### config.mk
export PLATFORM = sky130hd
export DESIGN_NAME = if_stage
export DESIGN_NICKNAME = d
export VERILOG_FILES = /design/src/rtl/rv_pkg.sv /design/src/rtl/if_fifo.sv /design/src/rtl/if_stage.sv
export SDC_FILE = /design/constraint.sdc
export NUM_CORES = 1
export LEC_CHECK = 0
export CAP_MARGIN = 25
export CORE_MARGIN = 2
export CORE_UTILIZATION = 40
export CTS_CLUSTER_DIAMETER = 50
export DETAILED_ROUTE_END_ITERATION = 6
export GPL_TIMING_DRIVEN = 0
export HOLD_SLACK_MARGIN = 0.02
export SETUP_SLACK_MARGIN = 0.02
export SYNTH_ARGS = -nofsm -noshare
export SYNTH_HDL_FRONTEND = slang
export SYNTH_SLANG_ARGS = --single-unit
### constraint.sdc
create_clock -name clk -period 14 [get_ports clk]
set_input_delay 2.8 -clock clk [delete_from_list [all_inputs] [get_ports clk]]
set_output_delay 2.8 -clock clk [all_outputs]
set_load 0.05 [all_outputs]
### src/rtl/rv_pkg.sv
// Shared RV32 fetch-side types and constants: NOP encoding, major opcodes, fetch FSM states.
// No logic here; latency and backpressure are properties of the modules that import it.
package rv_pkg;

    localparam int XLEN = 32;

    localparam logic [XLEN-1:0] RV_NOP = 32'h0000_0013;

    localparam logic [6:0] OPC_JAL    = 7'b110_1111;
    localparam logic [6:0] OPC_BRANCH = 7'b110_0011;
    localparam logic [6:0] OPC_LOAD   = 7'b000_0011;
    localparam logic [6:0] OPC_OPIMM  = 7'b001_0011;
    localparam logic [6:0] OPC_STORE  = 7'b010_0011;

    typedef enum logic [1:0] {
        IDLE,
        RUN,
        FLUSH
    } fetch_state_t;

    typedef struct packed {
        logic [XLEN-1:0] instr;
        logic [XLEN-1:0] pc;
    } fetch_ent_t;

endpackage

### src/rtl/if_fifo.sv
// Generic synchronous FIFO with clear; head is read combinationally (0-cycle read latency).
// Backpressure: caller must not push when full unless popping in the same cycle.
module if_fifo #(
    parameter int WIDTH = 64,
    parameter int DEPTH = 2
) (
    input  logic                   clk,
    input  logic                   reset,
    input  logic                   push,
    input  logic [WIDTH-1:0]       wdata,
    input  logic                   pop,
    input  logic                   clear,
    output logic [WIDTH-1:0]       rdata,
    output logic [$clog2(DEPTH):0] count,
    output logic                   empty,
    output logic                   full
);

    localparam int AW = (DEPTH > 1) ? $clog2(DEPTH) : 1;
    localparam int CW = $clog2(DEPTH) + 1;
    localparam logic [AW-1:0] LAST = AW'(DEPTH - 1);

    logic [WIDTH-1:0] mem [DEPTH];
    logic [AW-1:0]    wr_ptr;
    logic [AW-1:0]    rd_ptr;
    logic             do_push;
    logic             do_pop;

    assign empty   = (count == '0);
    assign full    = (count == CW'(DEPTH));
    assign do_pop  = pop && !empty;
    assign do_push = push && (!full || do_pop);
    assign rdata   = mem[rd_ptr];

    always_ff @(posedge clk or posedge reset) begin
        if (reset) begin
            wr_ptr <= '0;
            rd_ptr <= '0;
            count  <= '0;
        end else if (clear) begin
            wr_ptr <= '0;
            rd_ptr <= '0;
            count  <= '0;
        end else begin
            if (do_push) wr_ptr <= (wr_ptr == LAST) ? '0 : wr_ptr + AW'(1);
            if (do_pop)  rd_ptr <= (rd_ptr == LAST) ? '0 : rd_ptr + AW'(1);
            count <= count + CW'(do_push) - CW'(do_pop);
        end
    end

    always_ff @(posedge clk) begin
        if (do_push) mem[wr_ptr] <= wdata;
    end

    assert property (@(posedge clk) disable iff (reset) !(push && full && !pop && !clear));

endmodule

### src/rtl/if_stage.sv
// Instruction fetch: PC, imem request/response tracking, instruction buffer to decode; IF_PERF_CNT_EN adds perf counters.
// Latency: imem latency + 1 cycle to id_valid; backpressure: id_ready low fills the buffer, then requests stop.
module if_stage
    import rv_pkg::*;
#(
    parameter logic [31:0] RESET_VECTOR = 32'h0000_0000,
    parameter int          FIFO_DEPTH   = 2,
    parameter int          MAX_OUTST    = 2
) (
    input  logic        clk,
    input  logic        reset,
    input  logic        fetch_en,
    output logic        imem_req_valid,
    input  logic        imem_req_ready,
    output logic [31:0] imem_addr,
    input  logic        imem_rsp_valid,
    input  logic [31:0] imem_rsp_data,
    input  logic        redir_valid,
    input  logic [31:0] redir_pc,
    output logic        id_valid,
    input  logic        id_ready,
    output logic [31:0] id_instr,
    output logic [31:0] id_pc
`ifdef IF_PERF_CNT_EN
    ,
    output logic [31:0] perf_fetched,
    output logic [31:0] perf_stall
`endif
);

    localparam int OW = $clog2(MAX_OUTST) + 1;
    localparam int CW = $clog2(FIFO_DEPTH) + 1;
    localparam logic [OW-1:0] MAX_O = OW'(MAX_OUTST);

    fetch_state_t  state;
    fetch_state_t  state_nxt;
    logic [31:0]   pc;
    logic [OW-1:0] outst;
    logic [OW-1:0] discard;
    logic [31:0]   occupancy;
    logic          req_fire;
    logic          rsp_keep;
    logic          id_pop;

    fetch_ent_t    push_ent;
    fetch_ent_t    head_ent;
    logic [CW-1:0] fifo_count;
    logic          fifo_empty;
    logic          fifo_full;

    logic [31:0]   pc_tag;
    logic [OW-1:0] pcq_count;
    logic          pcq_empty;
    logic          pcq_full;

    // A slot freed by this cycle's pop is counted as free, giving 1 instr/cycle at latency 1.
    assign id_pop         = !fifo_empty && id_ready;
    assign occupancy      = 32'(outst) + 32'(fifo_count) - 32'(id_pop);
    assign imem_req_valid = (state == RUN) && (occupancy < 32'(FIFO_DEPTH))
                            && (outst < MAX_O) && !redir_valid;
    assign req_fire       = imem_req_valid && imem_req_ready;
    assign rsp_keep       = imem_rsp_valid && (discard == '0);
    assign imem_addr      = pc;

    assign push_ent = '{instr: imem_rsp_data, pc: pc_tag};
    assign id_valid = !fifo_empty;
    assign id_instr = fifo_empty ? RV_NOP : head_ent.instr;
    assign id_pc    = fifo_empty ? pc : head_ent.pc;

    always_comb begin
        state_nxt = state;
        case (state)
            IDLE:    if (fetch_en) state_nxt = RUN;
            RUN:     if (!fetch_en) state_nxt = IDLE;
            FLUSH:   if (discard == '0) state_nxt = fetch_en ? RUN : IDLE;
            default: state_nxt = IDLE;
        endcase
        if (redir_valid && (outst != '0)) state_nxt = FLUSH;
    end

    // outst counts every in-flight request, including those already marked for discard.
    always_ff @(posedge clk or posedge reset) begin
        if (reset) begin
            state   <= IDLE;
            pc      <= RESET_VECTOR;
            outst   <= '0;
            discard <= '0;
        end else begin
            state <= state_nxt;
            outst <= outst + OW'(req_fire) - OW'(imem_rsp_valid);
            if (redir_valid)
                discard <= outst - OW'(imem_rsp_valid);
            else if (imem_rsp_valid && (discard != '0))
                discard <= discard - OW'(1);
            if (redir_valid)
                pc <= redir_pc & ~32'h3;
            else if (req_fire)
                pc <= pc + 32'd4;
        end
    end

    if_fifo #(
        .WIDTH (2 * XLEN),
        .DEPTH (FIFO_DEPTH)
    ) u_ibuf (
        .clk   (clk),
        .reset (reset),
        .push  (rsp_keep),
        .wdata (push_ent),
        .pop   (id_pop),
        .clear (redir_valid),
        .rdata (head_ent),
        .count (fifo_count),
        .empty (fifo_empty),
        .full  (fifo_full)
    );

    if_fifo #(
        .WIDTH (XLEN),
        .DEPTH (MAX_OUTST)
    ) u_pcq (
        .clk   (clk),
        .reset (reset),
        .push  (req_fire),
        .wdata (pc),
        .pop   (rsp_keep),
        .clear (redir_valid),
        .rdata (pc_tag),
        .count (pcq_count),
        .empty (pcq_empty),
        .full  (pcq_full)
    );

    assert property (@(posedge clk) disable iff (reset) pcq_count == outst - discard);
    assert property (@(posedge clk) disable iff (reset) rsp_keep |-> !pcq_empty);
    assert property (@(posedge clk) disable iff (reset) req_fire |-> !pcq_full);
    assert property (@(posedge clk) disable iff (reset)
                     (rsp_keep && !redir_valid) |-> (!fifo_full || id_pop));

`ifdef IF_PERF_CNT_EN
    always_ff @(posedge clk or posedge reset) begin
        if (reset) begin
            perf_fetched <= '0;
            perf_stall   <= '0;
        end else begin
            if (id_pop) perf_fetched <= perf_fetched + 32'd1;
            if ((state == RUN) && fifo_empty) perf_stall <= perf_stall + 32'd1;
        end
    end
`endif

endmodule

==> metrics.txt <==
# TYPE chip_impl_metric gauge
chip_impl_metric{name="place.detailed.hpwl",unit="µm"} 16100
chip_impl_metric{name="async_set_or_reset_flop_fraction_in_the_synthesized_netlist",unit="%"} 19.3
chip_impl_info{name="outcome",value="finished clean"} 1
chip_impl_metric{name="power.static_leakage",unit="nW"} 4.42
chip_impl_metric{name="postcts_setup_bufs",unit=""} 0
chip_impl_metric{name="cts-hold-fix-buffers",unit=""} 0
chip_impl_metric{name="p_int",unit="W"} 0.00151
chip_impl_metric{name="fp.dieArea",unit="µm²"} 25400
chip_impl_metric{name="maxSlewHeadroom",unit="%"} 37.5
chip_impl_info{name="worst_setup_path_start_kind",value="primary input"} 1
chip_impl_metric{name="routed_wire_length_per_instance",unit="µm"} 19.0
chip_impl_metric{name="grt_total_ovfl",unit=""} 0
chip_impl_metric{name="vias_in_the_first_global_route",unit=""} 6260
chip_impl_metric{name="initial_core_util",unit="%"} 40.9
chip_impl_metric{name="timing_max_transition_violations_final",unit=""} 0
chip_impl_metric{name="cts_repair_resize_count",unit=""} 0
chip_impl_metric{name="p_sw_share",unit="%"} 40.6
chip_impl_metric{name="synth-edff-count",unit=""} 184
chip_impl_metric{name="dr.pass1.iters",unit=""} 5
chip_impl_info{name="synth_area_leader_cell",value="edfxtp_1"} 1
chip_impl_metric{name="die_h",unit="µm"} 159
chip_impl_metric{name="timing_worst_slew_pin_value",unit="ns"} 0.934
chip_impl_metric{name="post_syn_instances",unit=""} 680
chip_impl_metric{name="boundaryPins",unit=""} 169
chip_impl_metric{name="finalSetupTns",unit="ns"} 0
chip_impl_metric{name="clk_pin_slew",unit="ns"} 0.06
chip_impl_metric{name="detailroute.via_count",unit=""} 6192
chip_impl_metric{name="power_frac_seq",unit="%"} 32.8
chip_impl_metric{name="timing.final.hold_violations",unit=""} 0
chip_impl_metric{name="syn_avg_cell_area",unit="µm²"} 14.2
chip_impl_metric{name="drc",unit=""} 0
chip_impl_metric{name="track_usage",unit="%"} 18.0
chip_impl_metric{name="finalWeightedCongestion",unit=""} 0.834
chip_impl_metric{name="grt_start_max_net_pins",unit=""} 43
chip_impl_metric{name="cp_slowest_stage_delay",unit="ns"} 0.81
chip_impl_info{name="critical_path.endpoint_type",value="output pin"} 1
chip_impl_metric{name="clkSinkCount",unit=""} 228
chip_impl_info{name="crit_path_start",value="id_ready"} 1
chip_impl_metric{name="min_period_over_period",unit="%"} 62.9
chip_impl_info{name="cts_root_buffer",value="clkbuf_16"} 1
chip_impl_metric{name="port_buffers",unit=""} 161
chip_impl_metric{name="clock_skew",unit="ns"} 0.0159
chip_impl_metric{name="grt_antenna_before_repair",unit=""} 0
chip_impl_metric{name="yosys_warnings",unit=""} 0
chip_impl_metric{name="fin_nets",unit=""} 964
chip_impl_metric{name="total_switching_power",unit="W"} 0.00103
chip_impl_metric{name="r2r_setup_slack",unit="ns"} 9.27
chip_impl_metric{name="routed_wl",unit="µm"} 23200
chip_impl_metric{name="period_needed",unit="ns"} 8.80
chip_impl_metric{name="pwr_density",unit="nW/µm²"} 201
chip_impl_metric{name="synth_seq_area_share",unit="%"} 68.6
chip_impl_info{name="yosys_most_used_dff",value="edfxtp_1"} 1
chip_impl_metric{name="grt_pass1_wl",unit="µm"} 35900
chip_impl_info{name="crit_path_cell_trace",value="clkdlybuf4s50_1 -> nor2b_1 -> ha_1 -> nor2_1 -> fa_1 -> nor4b_4 -> o2111a_1 -> clkdlybuf4s50_1"} 1
chip_impl_metric{name="setup_slack",unit="ns"} 5.20
chip_impl_metric{name="rows",unit=""} 56
chip_impl_metric{name="htreeDepth",unit=""} 1
chip_impl_metric{name="layout-drive-gt1-share",unit="%"} 12.3
chip_impl_info{name="crit_top_cell",value="clkdlybuf4s50_1"} 1
chip_impl_metric{name="synth_top_area_share",unit="%"} 57.2
chip_impl_metric{name="netlist_area",unit="µm²"} 9660
chip_impl_metric{name="cts_max_path_buffers",unit=""} 3
chip_impl_metric{name="finalSetupViolCount",unit=""} 0
chip_impl_info{name="path_class",value="in2out"} 1
chip_impl_metric{name="clk_latency",unit="ns"} 0.52
chip_impl_info{name="yosysMostFrequentCell",value="edfxtp_1"} 1
chip_impl_metric{name="synthToLayoutAreaGrowth",unit="%"} 31.1
chip_impl_metric{name="number_of_vias_per_cell",unit=""} 5.08
chip_impl_metric{name="critical_path_arrival",unit="ns"} 6.00
chip_impl_metric{name="cts_inserted_buffers",unit=""} 26
chip_impl_metric{name="crit_fanout",unit=""} 3
chip_impl_metric{name="synth.lib_cells_used.distinct",unit=""} 46
chip_impl_metric{name="maximum_operating_frequency",unit="GHz"} 0.114
chip_impl_metric{name="initialDrtViolationCount",unit=""} 432
chip_impl_info{name="timing.critical_path.to",value="imem_req_valid"} 1
chip_impl_metric{name="post-place-ws",unit="ns"} 5.19
chip_impl_info{name="worst_path_slowest_cell",value="clkdlybuf4s50_1"} 1
chip_impl_metric{name="insertedDiodeCount",unit=""} 0
chip_impl_metric{name="synth-seq-cells",unit=""} 228
chip_impl_metric{name="worst_ir_drop_vdd",unit="µV"} 87.3
chip_impl_info{name="grt_setup_unrepaired",value="no"} 1
chip_impl_metric{name="timing.critical_path.required",unit="ns"} 11.20
chip_impl_metric{name="die_width",unit="µm"} 159
chip_impl_metric{name="pwr-share-comb",unit="%"} 41.7
chip_impl_info{name="hold_path.class",value="reg2reg"} 1
chip_impl_metric{name="cap_violations",unit=""} 0
chip_impl_metric{name="placeableCoreArea",unit="µm²"} 23600
chip_impl_metric{name="number_of_cells_traversed_by_the_worst_register_to_register_path",unit=""} 12
chip_impl_info{name="clock_tree_from_tritoncts",value="done"} 1
chip_impl_metric{name="final_antenna_net_count",unit=""} 0
chip_impl_info{name="crit-reg2reg-capture",value="u_pcq.mem[0][8]"} 1
chip_impl_info{name="crit-reg2reg-launch",value="u_ibuf.count[1]"} 1
chip_impl_info{name="synth_top_cells_by_area",value="edfxtp_1, dfrtp_1, mux2i_1"} 1
chip_impl_info{name="synthTopCellsByCount",value="edfxtp_1, nand2_1, mux2i_1"} 1
chip_impl_metric{name="share_clk_of_total_power",unit="%"} 25.5
==> through the flow <==
step	power [W]	hold WS, ns	area (µm²)	util (%)	std cells
3_5_place_dp	0.00192	0.548	11800	50.0	1170
4_1_cts	0.00257	0.559	12700	53.6	1218
5_1_grt	0.00265	0.577	12700	53.6	1219
6_report	0.00254	0.559	12700	53.6	1219
3_3_place_gp	0.00190	0.539	11700	49.5	1163
2_1_floorplan	0.00155	0.510	9670	-	683
==> worst min path at each step <==
stage                      from                 to  slack, ns  depth (start not counted)
2_1_floorplan          outst[0]           outst[0]       0.51                          1
3_3_place_gp   u_pcq.mem[1][16]  u_ibuf.mem[0][16]       0.54                          1
3_5_place_dp   u_pcq.mem[1][29]  u_ibuf.mem[1][29]       0.55                          1
4_1_cts                outst[0]           outst[0]       0.56                          1
5_1_grt        u_pcq.mem[0][28]  u_ibuf.mem[0][28]       0.58                          1
6_report               outst[0]           outst[0]       0.56                          1
==> area by class of cell <==
| class | count | area, µm² |
|---|---|---|
| clock inverter | 17 | 123 |
| timing repair buffer | 169 | 1740 |
| multi-input combinational | 401 | 2810 |
| fill | 2036 | 10900 |
| clock buffer | 31 | 721 |
| sequential | 228 | 6630 |
| buffer | 34 | 169 |
| inverter | 20 | 75.1 |
| tap | 319 | 399 |
==> routing by layer <==
metal | up-vias | track usage [%] | wire length, µm
met5 | - | 0 | 0
met4 | 0 | 4.55 | 410
met3 | 31 | 3.44 | 1440
met2 | 227 | 29.6 | 11100
met1 | 3055 | 24.7 | 10300
li1 | 2879 | - | -
==> power groups by stage <==
| stage | combinational (W) | sequential, W | clock (W) |
|---|---|---|---|
| after floorplan | 0.000684 | 0.000868 | 0 |
| after global placement | 0.00105 | 0.000852 | 0 |
| after detailed placement | 0.00107 | 0.000849 | 0 |
| after CTS | 0.00107 | 0.000835 | 0.000661 |
| after global routing | 0.00112 | 0.000841 | 0.000691 |
| final | 0.00106 | 0.000835 | 0.000648 |
==> registers in the layout, summed over array words and instances (netlist names) <==
signal,cells
u_pcq.count,2
u_ibuf.mem,124
u_pcq.rd_ptr,1
discard,2
outst,2
u_pcq.wr_ptr,1
imem_addr,30
u_ibuf.wr_ptr,1
u_pcq.mem,60
u_ibuf.count,2
u_ibuf.rd_ptr,1
state,2
==> critical path: cells and delay by family <==
| kind | cells | cell delay, ns |
|---|---|---|
| AO/OA/AOI/OAI | 1 | 0.26 |
| adder cells (fa/ha/maj) | 2 | 0.80 |
| buffers and inverters | 2 | 1.32 |
| AND/OR/NAND/NOR | 3 | 0.83 |
==> cell families after synthesis <==
group / count (synthesis) / share of synthesized area [%]
adder cells (fa/ha/maj): 13 / 1.76
other: 1 / 0.0388
AND/OR/NAND/NOR: 181 / 9.16
AO/OA/AOI/OAI: 69 / 4.07
XOR/XNOR: 38 / 3.45
multiplexers: 96 / 10.4
buffers and inverters: 54 / 2.53
flip-flops: 228 / 68.6
==> cell usage in the layout, fill, tap and decap left out, types with 3 or more instances in the layout <==
| master | count |
|---|---|
| edfxtp_1 | 184 |
| clkdlybuf4s50_1 | 161 |
| nand2_1 | 72 |
| mux2i_1 | 63 |
| nor2_1 | 49 |
| dfrtp_1 | 44 |
| o21ai_0 | 42 |
| mux2_2 | 33 |
| clkbuf_16 | 27 |
| xnor2_1 | 20 |
| inv_1 | 19 |
| clkbuf_1 | 18 |
| xor2_1 | 18 |
| nand3_1 | 15 |
| o21ai_1 | 14 |
| nand4_1 | 13 |
| ha_1 | 12 |
| buf_2 | 6 |
| buf_4 | 5 |
| buf_6 | 5 |
| clkinv_2 | 5 |
| buf_1 | 4 |
| nor4_1 | 4 |
| and3_1 | 4 |
| conb_1 | 4 |
| inv_6 | 4 |
| nor3_1 | 3 |
| a21oi_1 | 3 |
| nor2b_1 | 3 |
| clkinv_1 | 3 |
| clkbuf_8 | 3 |
| buf_12 | 3 |
No activity file was read; power rests on OpenSTA's default activity.
